File: config.mk
export PLATFORM = sky130hd
export DESIGN_NAME = seg7_scan_driver
export DESIGN_NICKNAME = d
export VERILOG_FILES = /design/src/rtl/seg7_scan_driver.sv
export SDC_FILE = /design/constraint.sdc
export NUM_CORES = 1
export LEC_CHECK = 0
export ABC_AREA = 0
export CAP_MARGIN = 30
export CORE_UTILIZATION = 57
export CTS_CLUSTER_DIAMETER = 60
export DETAILED_ROUTE_END_ITERATION = 12
export GPL_TIMING_DRIVEN = 0
export HOLD_SLACK_MARGIN = 0.06
export PLACE_DENSITY_LB_ADDON = 0.08
export SLEW_MARGIN = 20
export SYNTH_ARGS = -nofsm -noshare
export SYNTH_HDL_FRONTEND = slang
export SYNTH_SLANG_ARGS = --single-unit
export TNS_END_PERCENT = 10
File: constraint.sdc
create_clock -name clk -period 3.25 [get_ports clk]
set_input_delay 0.65 -clock clk [delete_from_list [all_inputs] [get_ports clk]]
set_output_delay 0.65 -clock clk [all_outputs]
set_load 0.005 [all_outputs]
File: src/rtl/seg7_scan_driver.sv
// Purpose : time-multiplexed common-anode 7-segment driver with per-frame digit snapshot.
// Latency : outputs are registered and reflect the state after each enabled clk edge.
// Backpr. : none; en low freezes prescaler, digit index, shadows and outputs.
//
// Ports:
//   clk   - clock
//   rst   - synchronous reset, active-low (priority over en)
//   en    - advance enable
//   bcd   - DIGITS packed BCD digits, digit 0 in bcd[3:0] (least significant)
//   dp    - per-digit decimal point request, active-high
//   an    - anode enables, active-low, registered
//   seg   - segments {g,f,e,d,c,b,a}, active-low, registered
//   dp_n  - decimal point, active-low, registered
//
// Optional feature: define LEADING_ZERO_BLANK_EN to blank leading zero digits
// (digit 0 is always shown). Without it every digit decodes normally.
module seg7_scan_driver #(
  parameter int DIGITS    = 4,
  parameter int SCAN_DIV  = 50000,
  parameter int DIV_WIDTH = 16,
  parameter int IDX_WIDTH = 3
) (
  input  logic                  clk,
  input  logic                  rst,
  input  logic                  en,
  input  logic [4*DIGITS-1:0]   bcd,
  input  logic [DIGITS-1:0]     dp,
  output logic [DIGITS-1:0]     an,
  output logic [6:0]            seg,
  output logic                  dp_n
);

  localparam logic [DIV_WIDTH-1:0] CNT_LAST = DIV_WIDTH'(SCAN_DIV - 1);
  localparam logic [IDX_WIDTH-1:0] IDX_LAST = IDX_WIDTH'(DIGITS - 1);

  logic [DIV_WIDTH-1:0] cnt, cnt_nx;
  logic [IDX_WIDTH-1:0] idx, idx_nx;
  logic [4*DIGITS-1:0]  bcd_s, bcd_nx;
  logic [DIGITS-1:0]    dp_s, dp_nx;
  logic                 snap;

  logic [3:0]           digit;
  logic                 dp_sel;
  logic [DIGITS-1:0]    an_nx;
  logic [6:0]           seg_nx;
  logic                 dpn_nx;

  function automatic logic [6:0] decode(input logic [3:0] v);
    case (v)
      4'd0:    decode = 7'b1000000;
      4'd1:    decode = 7'b1111001;
      4'd2:    decode = 7'b0100100;
      4'd3:    decode = 7'b0110000;
      4'd4:    decode = 7'b0011001;
      4'd5:    decode = 7'b0010010;
      4'd6:    decode = 7'b0000010;
      4'd7:    decode = 7'b1111000;
      4'd8:    decode = 7'b0000000;
      4'd9:    decode = 7'b0010000;
      default: decode = 7'b0111111;  // non-BCD codes show a dash
    endcase
  endfunction

  // Next prescaler / index state and frame-start snapshot.
  always_comb begin
    cnt_nx = cnt + 1'b1;
    idx_nx = idx;
    if (cnt == CNT_LAST) begin
      cnt_nx = '0;
      idx_nx = (idx == IDX_LAST) ? '0 : idx + 1'b1;
    end
    // Capture only at the very start of a frame so a frame never mixes
    // digits from two different counter values.
    snap   = (cnt == '0) && (idx == '0);
    bcd_nx = snap ? bcd : bcd_s;
    dp_nx  = snap ? dp  : dp_s;
  end

`ifdef LEADING_ZERO_BLANK_EN
  logic [DIGITS-1:0] blank;
  logic              blank_sel;
  logic              run_zero;

  // A digit is blanked when it and every more-significant digit are zero.
  always_comb begin
    blank    = '0;
    run_zero = 1'b1;
    for (int i = DIGITS - 1; i >= 1; i--) begin
      run_zero = run_zero && (bcd_nx[4*i +: 4] == 4'd0);
      blank[i] = run_zero;
    end
  end
`endif

  // Outputs are a function of the post-edge state so the registered
  // outputs line up with the state registers on the same edge.
  always_comb begin
    digit  = '0;
    dp_sel = 1'b0;
    an_nx  = '1;
`ifdef LEADING_ZERO_BLANK_EN
    blank_sel = 1'b0;
`endif
    for (int i = 0; i < DIGITS; i++) begin
      if (idx_nx == IDX_WIDTH'(i)) begin
        digit    = bcd_nx[4*i +: 4];
        dp_sel   = dp_nx[i];
        an_nx[i] = 1'b0;
`ifdef LEADING_ZERO_BLANK_EN
        blank_sel = blank[i];
`endif
      end
    end
`ifdef LEADING_ZERO_BLANK_EN
    seg_nx = blank_sel ? 7'b1111111 : decode(digit);
`else
    seg_nx = decode(digit);
`endif
    dpn_nx = ~dp_sel;
    // First cycle of each slot is a guard with every anode off, which
    // hides ghosting while the segment lines switch between digits.
    if (cnt_nx == '0) begin
      an_nx  = '1;
      seg_nx = 7'b1111111;
      dpn_nx = 1'b1;
    end
  end

  always_ff @(posedge clk) begin
    if (!rst) begin
      cnt   <= '0;
      idx   <= '0;
      bcd_s <= '0;
      dp_s  <= '0;
      an    <= '1;
      seg   <= 7'b1111111;
      dp_n  <= 1'b1;
    end else if (en) begin
      cnt   <= cnt_nx;
      idx   <= idx_nx;
      bcd_s <= bcd_nx;
      dp_s  <= dp_nx;
      an    <= an_nx;
      seg   <= seg_nx;
      dp_n  <= dpn_nx;
    end
  end

endmodule

# Yosys cells after proc, flatten, opt, wreduce, memory -nomap -nowiden
# Memories as Yosys holds them, arrays and structs flattened.
# Cells that the tools add are included.
[totals]
regBits = 51
mem_bits_ro = 112
input_bits = 23
output_inout_bits = 12
word_cells = 41
mem_count = 1
[mem_list]
columns = ["memory", "depth", "word_bits", "read_ports", "rd_clocked_by_memory_dff", "write_ports", "line_no", "source"]
rows = [
  ["(name not given)", 16, 7, 1, 0, 0, "49", "case (v)"],
]
[op_classes]
add_sub_neg = 2
n_eq_ne = 5
mux = 20
bitwise_logic = 1
n_reduce_logical = 5
[ops]
columns = ["operator", "n"]
rows = [
  ["$logic_not A16 Y1", 2],
  ["$mux W16", 2],
  ["$mux W4", 6],
  ["$add A16 B1 Y16 const B", 1],
  ["$eq A16 B16 Y1 const B", 1],
  ["$eq A3 B2 Y1 const B", 3],
  ["$mux W1", 9],
  ["$mux W7", 1],
  ["$logic_not A3 Y1", 2],
  ["$mux W3", 2],
  ["$add A3 B1 Y3 const B", 1],
  ["$eq A3 B1 Y1 const B", 1],
  ["$logic_and A1 B1 Y1", 1],
  ["$not A1 Y1", 1],
]

# Longest topological paths before layout
# Gate-level depths: netlist of run 1.
[depth]
word_depth = 10
depth_mapped = 14
mapped_depth_nobuf = 13

# Worst setup path after synthesis of run 1
# OpenSTA, ideal clock, no wires.
[synth_timing]
path_type = "flip-flop to flip-flop"
from = "reg cnt[0]"
to = "reg seg[1]"
setup_time_ns = 0.095
arrival_time_ns = 2.855
required_time_ns = 3.155
setup_slack_ns = 0.300
stages_incl_launch_ff = 14
n_path_buf = 1
period_less_slack_ns = 2.950
path_cell_list = "dfxtp_1 -> inv_1 -> ha_1 -> nor4bb_1 -> nand2_1 -> nor4b_4 -> buf_6 -> mux2i_1 -> mux2_2 -> o22ai_1 -> inv_1 -> ha_1 -> o2111ai_1 -> a221oi_1"
[synth_between]
elab_chain_cells = 9
word_cells_on_any_way = 18
classes_between = "add/sub (1); eq/ne (4); mux (8); reduce/logical (4); memory (1)"
[synth_rtl]
columns = ["element", "line_no", "source"]
rows = [
  ["start, declared", "36", "logic [DIV_WIDTH-1:0] cnt, cnt_nx;"],
  ["start signal, assigned", "139", "cnt <= cnt_nx;"],
  ["$eq A16 B16 Y1 or $logic_not A16 Y1 (tied branches)", "68, 74", ""],
  ["$mux W3 or $logic_and A1 B1 Y1 (tied branches)", "68, 74", ""],
  ["$logic_not A3 Y1 or $mux W16 (tied branches)", "105, 75", ""],
  ["$mux W4 (4 in a row)", "105", "if (idx_nx == IDX_WIDTH'(i)) begin"],
  ["$mem_v2 Z16 W7", "-", ""],
  ["$mux W7 *", "122", "if (cnt_nx == '0) begin"],
  ["end signal, assigned", "144", "seg <= seg_nx;"],
  ["end, declared", "29", "output logic [6:0] seg,"],
]
# Every way passes the cells marked *; elsewhere a longest branch is shown, timed or not.
# A chain may end at the register's enable or synchronous reset.

# Final worst setup path of run 1
[layout_timing]
from = "reg idx[0]"
to = "reg seg[3]"
[layout_between]
elab_chain_cells = 10
word_cells_on_any_way = 17
classes_between = "add/sub (1); eq/ne (4); mux (8); reduce/logical (3); memory (1)"
[layout_rtl]
columns = ["element", "line_no", "source"]
rows = [
  ["start, declared", "37", "logic [IDX_WIDTH-1:0] idx, idx_nx;"],
  ["start signal, assigned", "140", "idx <= idx_nx;"],
  ["$add A3 B1 Y3 or $eq A3 B2 Y1 (tied branches)", "70", "idx_nx = (idx == IDX_LAST) ? '0 : idx + 1'b1;"],
  ["$mux W3", "70", ""],
  ["$mux W3", "68", "if (cnt == CNT_LAST) begin"],
  ["$logic_not A3 Y1", "105", ""],
  ["$mux W4 (3 in a row)", "105", ""],
  ["$mux W4 *", "105", ""],
  ["$mem_v2 Z16 W7 *", "-", ""],
  ["$mux W7 *", "122", ""],
]
# Marked as above.

==> metrics.md, run 1 <==
| Metric | Value |
|---|---|
| Clock Skew | `11.3 ps` |
| Actual slew at the worst max-slew pin | `571 ps` |
| Cell area power density | `387 mW/mm2` |
| Synth top area share | `31.7%` |
| Upper clock frequency limit | `322 MHz` |
| Clock root buffer master | `sky130_fd_sc_hd__clkbuf_8` |
| Number of sinks driven by the clock tree | `51` |
| Yosys warning count | `0` |
| Clock slew at reported path FFs | `100 ps` |
| Post-Route Hold Slack | `454 ps` |
| Pin count of the biggest net entering global routing | `17` |
| Via Count | `3,031` |
| Aggregate global routing overflow | `0` |
| Fraction of the yosys area taken by sequential cells | `31.7%` |
| Asr flop ratio synth | `0%` |
| Number of placed instances, taps included | `498` |
| Area of the multi-input gates | `0.00203 mm2` |
| Max Buffers Root-to-Sink | `2` |
| Placed wire-length estimate | `5450 um` |
| Largest area contributor in the netlist | `sky130_fd_sc_hd__dfxtp_1` |
| Synthesized instance count | `394` |
| Relative slew slack | `61.9%` |
| Total power consumption of the routed design | `1.52 mW` |
| Kind of critical path | `reg -> reg` |
| Drt first-iter violations | `280` |
| Most frequent cell after synthesis | `sky130_fd_sc_hd__nand2_1` |
| Effective utilization at floorplan | `58.9%` |
| Synthesized area divided by synthesized cell count | `8.18 um2` |
| Placer Congestion | `0.877` |
| Reported max-cap violation count | `0` |
| Crit-path max FO | `6` |
| Total standard cell area after synthesis | `0.00322 mm2` |
| Syn nets | `427` |
| Vias per cell | `5.78` |
| Layout overhead on the synthesized area | `21.8%` |
| Die Y | `77.2 um` |
| DR pass1 iterations | `5` |
| Worst skew pair latency | `310 ps` |
| Crit start category | `flop` |
| Arrival time worst endpoint | `3300 ps` |
| Final setup violation count | `0` |
| Number of flops mapped to enable cells by yosys | `0` |
| Classification of the worst-slack hold path | `reg -> reg` |
| Antenna viol nets, final | `0` |
| Tcrit/Tclk final | `95.7%` |
| # fillers | `447` |
| Total I/O pin count | `35` |
| Yosys reg bits | `51` |
| Layout cell share with drive strength beyond 1 | `15.5%` |
| Initial antenna violation count | `0` |
| Most common flop cell mapped by yosys | `sky130_fd_sc_hd__dfxtp_1` |
| Non-Filler Instances | `524` |
| Final hold vios | `0` |
| Result of the run | `finished, final reports clean` |
| Via count of the first global-routing pass | `2,524` |
| Total area of sequential cells | `0.00103 mm2` |
| Aggregate global-route resource usage | `26.3%` |
| Synth top cells by count | `sky130_fd_sc_hd__nand2_1, sky130_fd_sc_hd__dfxtp_1, sky130_fd_sc_hd__nor2_1` |
| Shortest period the worst path allows | `3110 ps` |
| Maximum vdd ir drop | `0.266 mV` |
| Number of diodes added for antenna fixing | `0` |
| # nets final | `484` |
| Die Outline Area | `0.00596 mm2` |
| Kind of end point of the critical path | `flop` |
| Residual DRC | `0` |
| H-tree depth | `2` |
| Total CTS buffers | `5` |
| Avg WL per Cell | `15.3 um` |
| First-pass GRT wire length | `12,500 um` |
| Number of slew-limit violations in the final report | `0` |
| Count of buffers from port buffering | `32` |
| Core region area | `0.00547 mm2` |
| Number of distinct library cells after synthesis | `61` |
| CTS tree | `yes` |
| Static Leak | `1.56 nW` |
| Die Span X | `77.2 um` |
| FP Rows | `27` |
| Most area-consuming cells after synthesis | `sky130_fd_sc_hd__dfxtp_1, sky130_fd_sc_hd__mux2i_1, sky130_fd_sc_hd__nand2_1` |
| Wire length after detailed routing | `8030 um` |
| Worst path required time | `3440 ps` |
==> registers in the layout, summed over array words and instances, names as in the netlist <==
register  flops
an            4
bcd_s        16
cnt          16
dp_n          1
dp_s          4
idx           3
seg           7
==> cell usage in the layout (no fill, tap or decap), drive strengths merged, types with 3 or more instances in the layout <==
| cell type | synthesis | routed |
|---|---|---|
| xor2 | 7 | 7 |
| nor3 | 12 | 12 |
| ha | 10 | 10 |
| mux2 | 7 | 7 |
| inv | 13 | 13 |
| buf | 12 | 30 |
| and2 | 6 | 6 |
| mux2i | 29 | 29 |
| o22ai | 6 | 6 |
| a21oi | 34 | 34 |
| and3 | 4 | 4 |
| nand2 | 74 | 74 |
| a211oi | 5 | 5 |
| nand3 | 9 | 9 |
| nor2 | 37 | 37 |
| nor4 | 3 | 3 |
| o21ai | 10 | 10 |
| clkdlybuf4s50 | 0 | 32 |
| o32ai | 3 | 3 |
| clkbuf | 13 | 18 |
| dfxtp | 51 | 51 |
| nand4 | 5 | 5 |
| xnor2 | 4 | 4 |
| a31oi | 6 | 6 |
| and4 | 5 | 5 |
==> logic make-up after synthesis <==
kind of cell	after synthesis	synth area share (%)
muxes	36	11.6
AOI/OAI and AO/OA	81	16.4
and+or+nand+nor	167	26.3
xor gates and xnor gates	11	2.99
buffers and inverters	38	7.22
adders and majority gates	10	3.88
DFF	51	31.7
==> worst paths after layout <==
check	slack, ps	startpoint	to	cells past startpoint
max	140	idx[0]$_SDFFE_PN0P_	seg[3]$_SDFFE_PN1P_	14
min	450	bcd_s[14]$_SDFFE_PN0P_	bcd_s[14]$_SDFFE_PN0P_	2
max reg2reg	140	idx[0]$_SDFFE_PN0P_	seg[3]$_SDFFE_PN1P_	14
min reg2reg	450	bcd_s[14]$_SDFFE_PN0P_	bcd_s[14]$_SDFFE_PN0P_	2
==> layout make-up <==
cell class | instances | area share, %
Multi-Input combinational cell | 305 | 51.8
Clock buffer | 5 | 1.75
Clock inverter | 3 | 0.510
Sequential cell | 51 | 26.2
Inverter | 13 | 1.24
Buffer | 25 | 4.68
Tap cell | 72 | 2.29
Timing Repair Buffer | 50 | 11.5
==> power breakdown <==
group / switching, mW / total, mW / leakage, nW / internal, mW
Clock: 0.230 / 0.380 / 0.0402 / 0.151
Sequential: 0.0227 / 0.686 / 0.418 / 0.663
Combinational: 0.218 / 0.454 / 1.10 / 0.236
Total: 0.470 / 1.52 / 1.56 / 1.05
==> per-stage QoR <==
step / TNS [ps] / setup slack (ps) / utilization [%] / instance area (um2)
floorplan: 0 / 300 / - / 3220
global placement: -240 / -121 / 66.4 / 3630
finish: 0 / 140 / 71.7 / 3930
detailed placement: -277 / -147 / 66.4 / 3630
CTS: 0 / 31.6 / 68.3 / 3740
global route: -49.2 / -36.9 / 71.7 / 3930
==> routing by layer <==
| metal | wire length (um) | part of all wire (%) | vias up | global-route usage [%] |
|---|---|---|---|---|
| met5 | 0 | 0 | - | 0 |
| met4 | 80 | 1.0 | 0 | 6.04 |
| met3 | 435 | 5.4 | 9 | 4.76 |
| met2 | 3650 | 45 | 106 | 38.8 |
| met1 | 3870 | 48 | 1414 | 39.2 |
| li1 | - | - | 1502 | - |
==> critical path: stages, from the launching register on <==
cell and delay (ps):
sky130_fd_sc_hd__dfxtp_4 380, sky130_fd_sc_hd__inv_2 80, sky130_fd_sc_hd__ha_1 150, sky130_fd_sc_hd__nor4bb_4 300
sky130_fd_sc_hd__nand2_1 130, sky130_fd_sc_hd__nor4b_4 420, sky130_fd_sc_hd__buf_6 190, sky130_fd_sc_hd__mux2i_1 80
sky130_fd_sc_hd__mux2_2 320, sky130_fd_sc_hd__o22ai_4 240, sky130_fd_sc_hd__inv_2 80, sky130_fd_sc_hd__ha_1 290
sky130_fd_sc_hd__o2111ai_2 110, sky130_fd_sc_hd__o211ai_1 120, sky130_fd_sc_hd__a31oi_1 90
==> repair_timing <==
action,CTS,global route
gates resized for setup,3,14
endpoints found under the setup margin,2,5
hold buffers,0,0
buffers inserted,0,17
pin swaps,0,5
cloned,0,1
(Power assumes the default switching activity.)
==> run 2, diff against run 1 <==
--- a/config.mk
+++ b/config.mk
@@ -13,7 +13,7 @@
 export GPL_TIMING_DRIVEN = 0
 export HOLD_SLACK_MARGIN = 0.06
 export PLACE_DENSITY_LB_ADDON = 0.08
-export SLEW_MARGIN = 20
+export RECOVER_POWER = 25
 export SYNTH_ARGS = -nofsm -noshare
 export SYNTH_HDL_FRONTEND = slang
 export SYNTH_SLANG_ARGS = --single-unit
==> run 2 against run 1 <==
Net effect: worst hold slack unchanged; largest cell class unchanged; clock skew is 0.65 ps higher; flip-flop and latch count unchanged; critical path type unchanged; die area unchanged; non-clock buffer count did not move; maximum frequency is essentially flat; count of clock-buffer cells in the layout unchanged; combinational power down 2%.
==> metrics.md, run 2 (synthesis results as in run 1) <==
| Metric | Value |
|---|---|
| Result of the run | `finished, final reports clean` |
| Classification of the worst-slack hold path | `reg -> reg` |
| Placed wire-length estimate | `5450 um` |
| Pin count of the biggest net entering global routing | `17` |
| Crit start category | `flop` |
| Clock Skew | `12.0 ps` |
| Die Y | `77.2 um` |
| Residual DRC | `0` |
| First-pass GRT wire length | `12,500 um` |
| Worst skew pair latency | `310 ps` |
| Finished layout cell area | `0.00393 mm2` |
| Initial antenna violation count | `0` |
| Start point of the worst min-delay path | `bcd_s[14]$_SDFFE_PN0P_` |
| Maximum vdd ir drop | `0.266 mV` |
| Static Leak | `1.53 nW` |
| Non-Filler Instances | `524` |
| Kind of end point of the critical path | `flop` |
| Number of placed instances, taps included | `498` |
| Endpoint of the lowest-slack register-to-register path | `seg[3]$_SDFFE_PN1P_` |
| Crit-path max FO | `6` |
| Avg WL per Cell | `15.3 um` |
| Number of buffers inserted for hold repair after clock tree synthesis | `0` |
| Effective utilization at floorplan | `58.9%` |
| H-tree depth | `2` |
| Number of diodes added for antenna fixing | `0` |
| Wire length after detailed routing | `8030 um` |
| Tcrit/Tclk final | `95.7%` |
| Shortest period the worst path allows | `3110 ps` |
| Aggregate global-route resource usage | `26.3%` |
| CTS tree | `yes` |
| Via count of the first global-routing pass | `2,524` |
| Final hold vios | `0` |
| # nets final | `484` |
| Total area of sequential cells | `0.00103 mm2` |
| Total power consumption of the routed design | `1.51 mW` |
| Aggregate global routing overflow | `0` |
| FP Rows | `27` |
| Reported max-cap violation count | `0` |
| Clock slew at reported path FFs | `100 ps` |
| Antenna viol nets, final | `0` |
| Placer Congestion | `0.877` |
| Via Count | `3,032` |
| Setup TNS | `0 ps` |
| Most common cell after layout, fill and taps aside | `sky130_fd_sc_hd__nand2_1` |
| Hold endpoint | `bcd_s[14]$_SDFFE_PN0P_` |
| Reg2Reg Depth | `14` |
| Die Outline Area | `0.00596 mm2` |
| Commonest cells after routing, fill and taps aside | `sky130_fd_sc_hd__nand2_1, sky130_fd_sc_hd__dfxtp_1, sky130_fd_sc_hd__nor2_1` |
| Final core utilization | `71.7%` |
| Placement Cell Area | `0.00363 mm2` |
| Clock root buffer master | `sky130_fd_sc_hd__clkbuf_8` |
| Drt first-iter violations | `277` |
| Worst path required time | `3440 ps` |
| Upper clock frequency limit | `322 MHz` |
| Placement Setup Slack | `-147 ps` |
| Die Span X | `77.2 um` |
| Count of buffers from port buffering | `32` |
| Core region area | `0.00547 mm2` |
| Relative slew slack | `61.9%` |
| Layout cell share with drive strength beyond 1 | `15.5%` |
| Layout overhead on the synthesized area | `21.8%` |
| Setup slack of the critical path after layout | `140 ps` |
| Post-Route Hold Slack | `454 ps` |
| Hold path depth | `2` |
| Number of sinks driven by the clock tree | `51` |
| Largest regs | `bcd_s: 16 flops, cnt: 16 flops, seg: 7 flops` |
| Vias per cell | `5.79` |
| Final setup violation count | `0` |
| DR pass1 iterations | `5` |
| Kind of critical path | `reg -> reg` |
| Arrival time worst endpoint | `3300 ps` |
| Number of slew-limit violations in the final report | `0` |
| Total CTS buffers | `5` |
| Max Buffers Root-to-Sink | `2` |
| # fillers | `447` |
| Actual slew at the worst max-slew pin | `571 ps` |
| Cell area power density | `385 mW/mm2` |
| Worst R2R Start | `idx[0]$_SDFFE_PN0P_` |
| Total I/O pin count | `35` |
| Register-to-register setup slack | `140 ps` |
| Area of the multi-input gates | `0.00203 mm2` |
-- run 2: area by class of cell --
| type | count | area share, % |
|---|---|---|
| plain buffers | 25 | 4.68 |
| multi-input cells | 305 | 51.8 |
| clock inverters | 3 | 0.510 |
| inverters | 13 | 1.24 |
| repair buffers | 50 | 11.5 |
| clock buffers | 5 | 1.75 |
| flip-flops and latches | 51 | 26.2 |
| well taps | 72 | 2.29 |
-- run 2: what timing repair did --
action,in CTS,in global routing
endpoints found under the setup margin,2,5
pin swaps,0,5
cloned,0,1
buffers inserted,0,17
resized for setup,3,14
endpoints found under the hold margin,0,0
-- run 2: worst max-delay path by stage --
| stage | cells past startpoint | startpoint | to | slack (ps) |
|---|---|---|---|---|
| global route | 13 | idx[0]$_SDFFE_PN0P_ | seg[1]$_SDFFE_PN1P_ | -40 |
| CTS | 13 | cnt[0]$_SDFFE_PN0P_ | seg[1]$_SDFFE_PN1P_ | 30 |
| detailed placement | 11 | cnt[4]$_SDFFE_PN0P_ | seg[1]$_SDFFE_PN1P_ | -150 |
| global placement | 14 | cnt[0]$_SDFFE_PN0P_ | seg[3]$_SDFFE_PN1P_ | -120 |
| finish | 14 | idx[0]$_SDFFE_PN0P_ | seg[3]$_SDFFE_PN1P_ | 140 |
| floorplan | 13 | cnt[0]$_SDFFE_PN0P_ | seg[1]$_SDFFE_PN1P_ | 300 |
-- run 2: layer usage --
metal,part of all wire [%],up-vias,global-route usage (%),wire [um]
met5,0,-,0,0
met4,0.98,0,6.04,79
met3,5.3,9,4.76,423
met2,45,103,38.8,3640
met1,48,1414,39.2,3890
li1,-,1506,-,-
-- run 2: power by group --
part	internal, mW	leakage, nW	switching (mW)	total, mW
Sequential	0.663	0.418	0.0219	0.685
Combinational	0.230	1.08	0.218	0.447
Clock	0.151	0.0402	0.230	0.381
-- run 2: worst max-delay path, cell delays in order (launching register included) --
cell                        delay, ps
sky130_fd_sc_hd__dfxtp_4          380
sky130_fd_sc_hd__inv_2             80
sky130_fd_sc_hd__ha_1             150
sky130_fd_sc_hd__nor4bb_4         300
sky130_fd_sc_hd__nand2_1          130
sky130_fd_sc_hd__nor4b_4          420
sky130_fd_sc_hd__buf_6            190
sky130_fd_sc_hd__mux2i_1           80
sky130_fd_sc_hd__mux2_2           320
sky130_fd_sc_hd__o22ai_4          240
sky130_fd_sc_hd__inv_2             80
sky130_fd_sc_hd__ha_1             290
sky130_fd_sc_hd__o2111ai_2        110
sky130_fd_sc_hd__o211ai_1         120
sky130_fd_sc_hd__a31oi_1           90
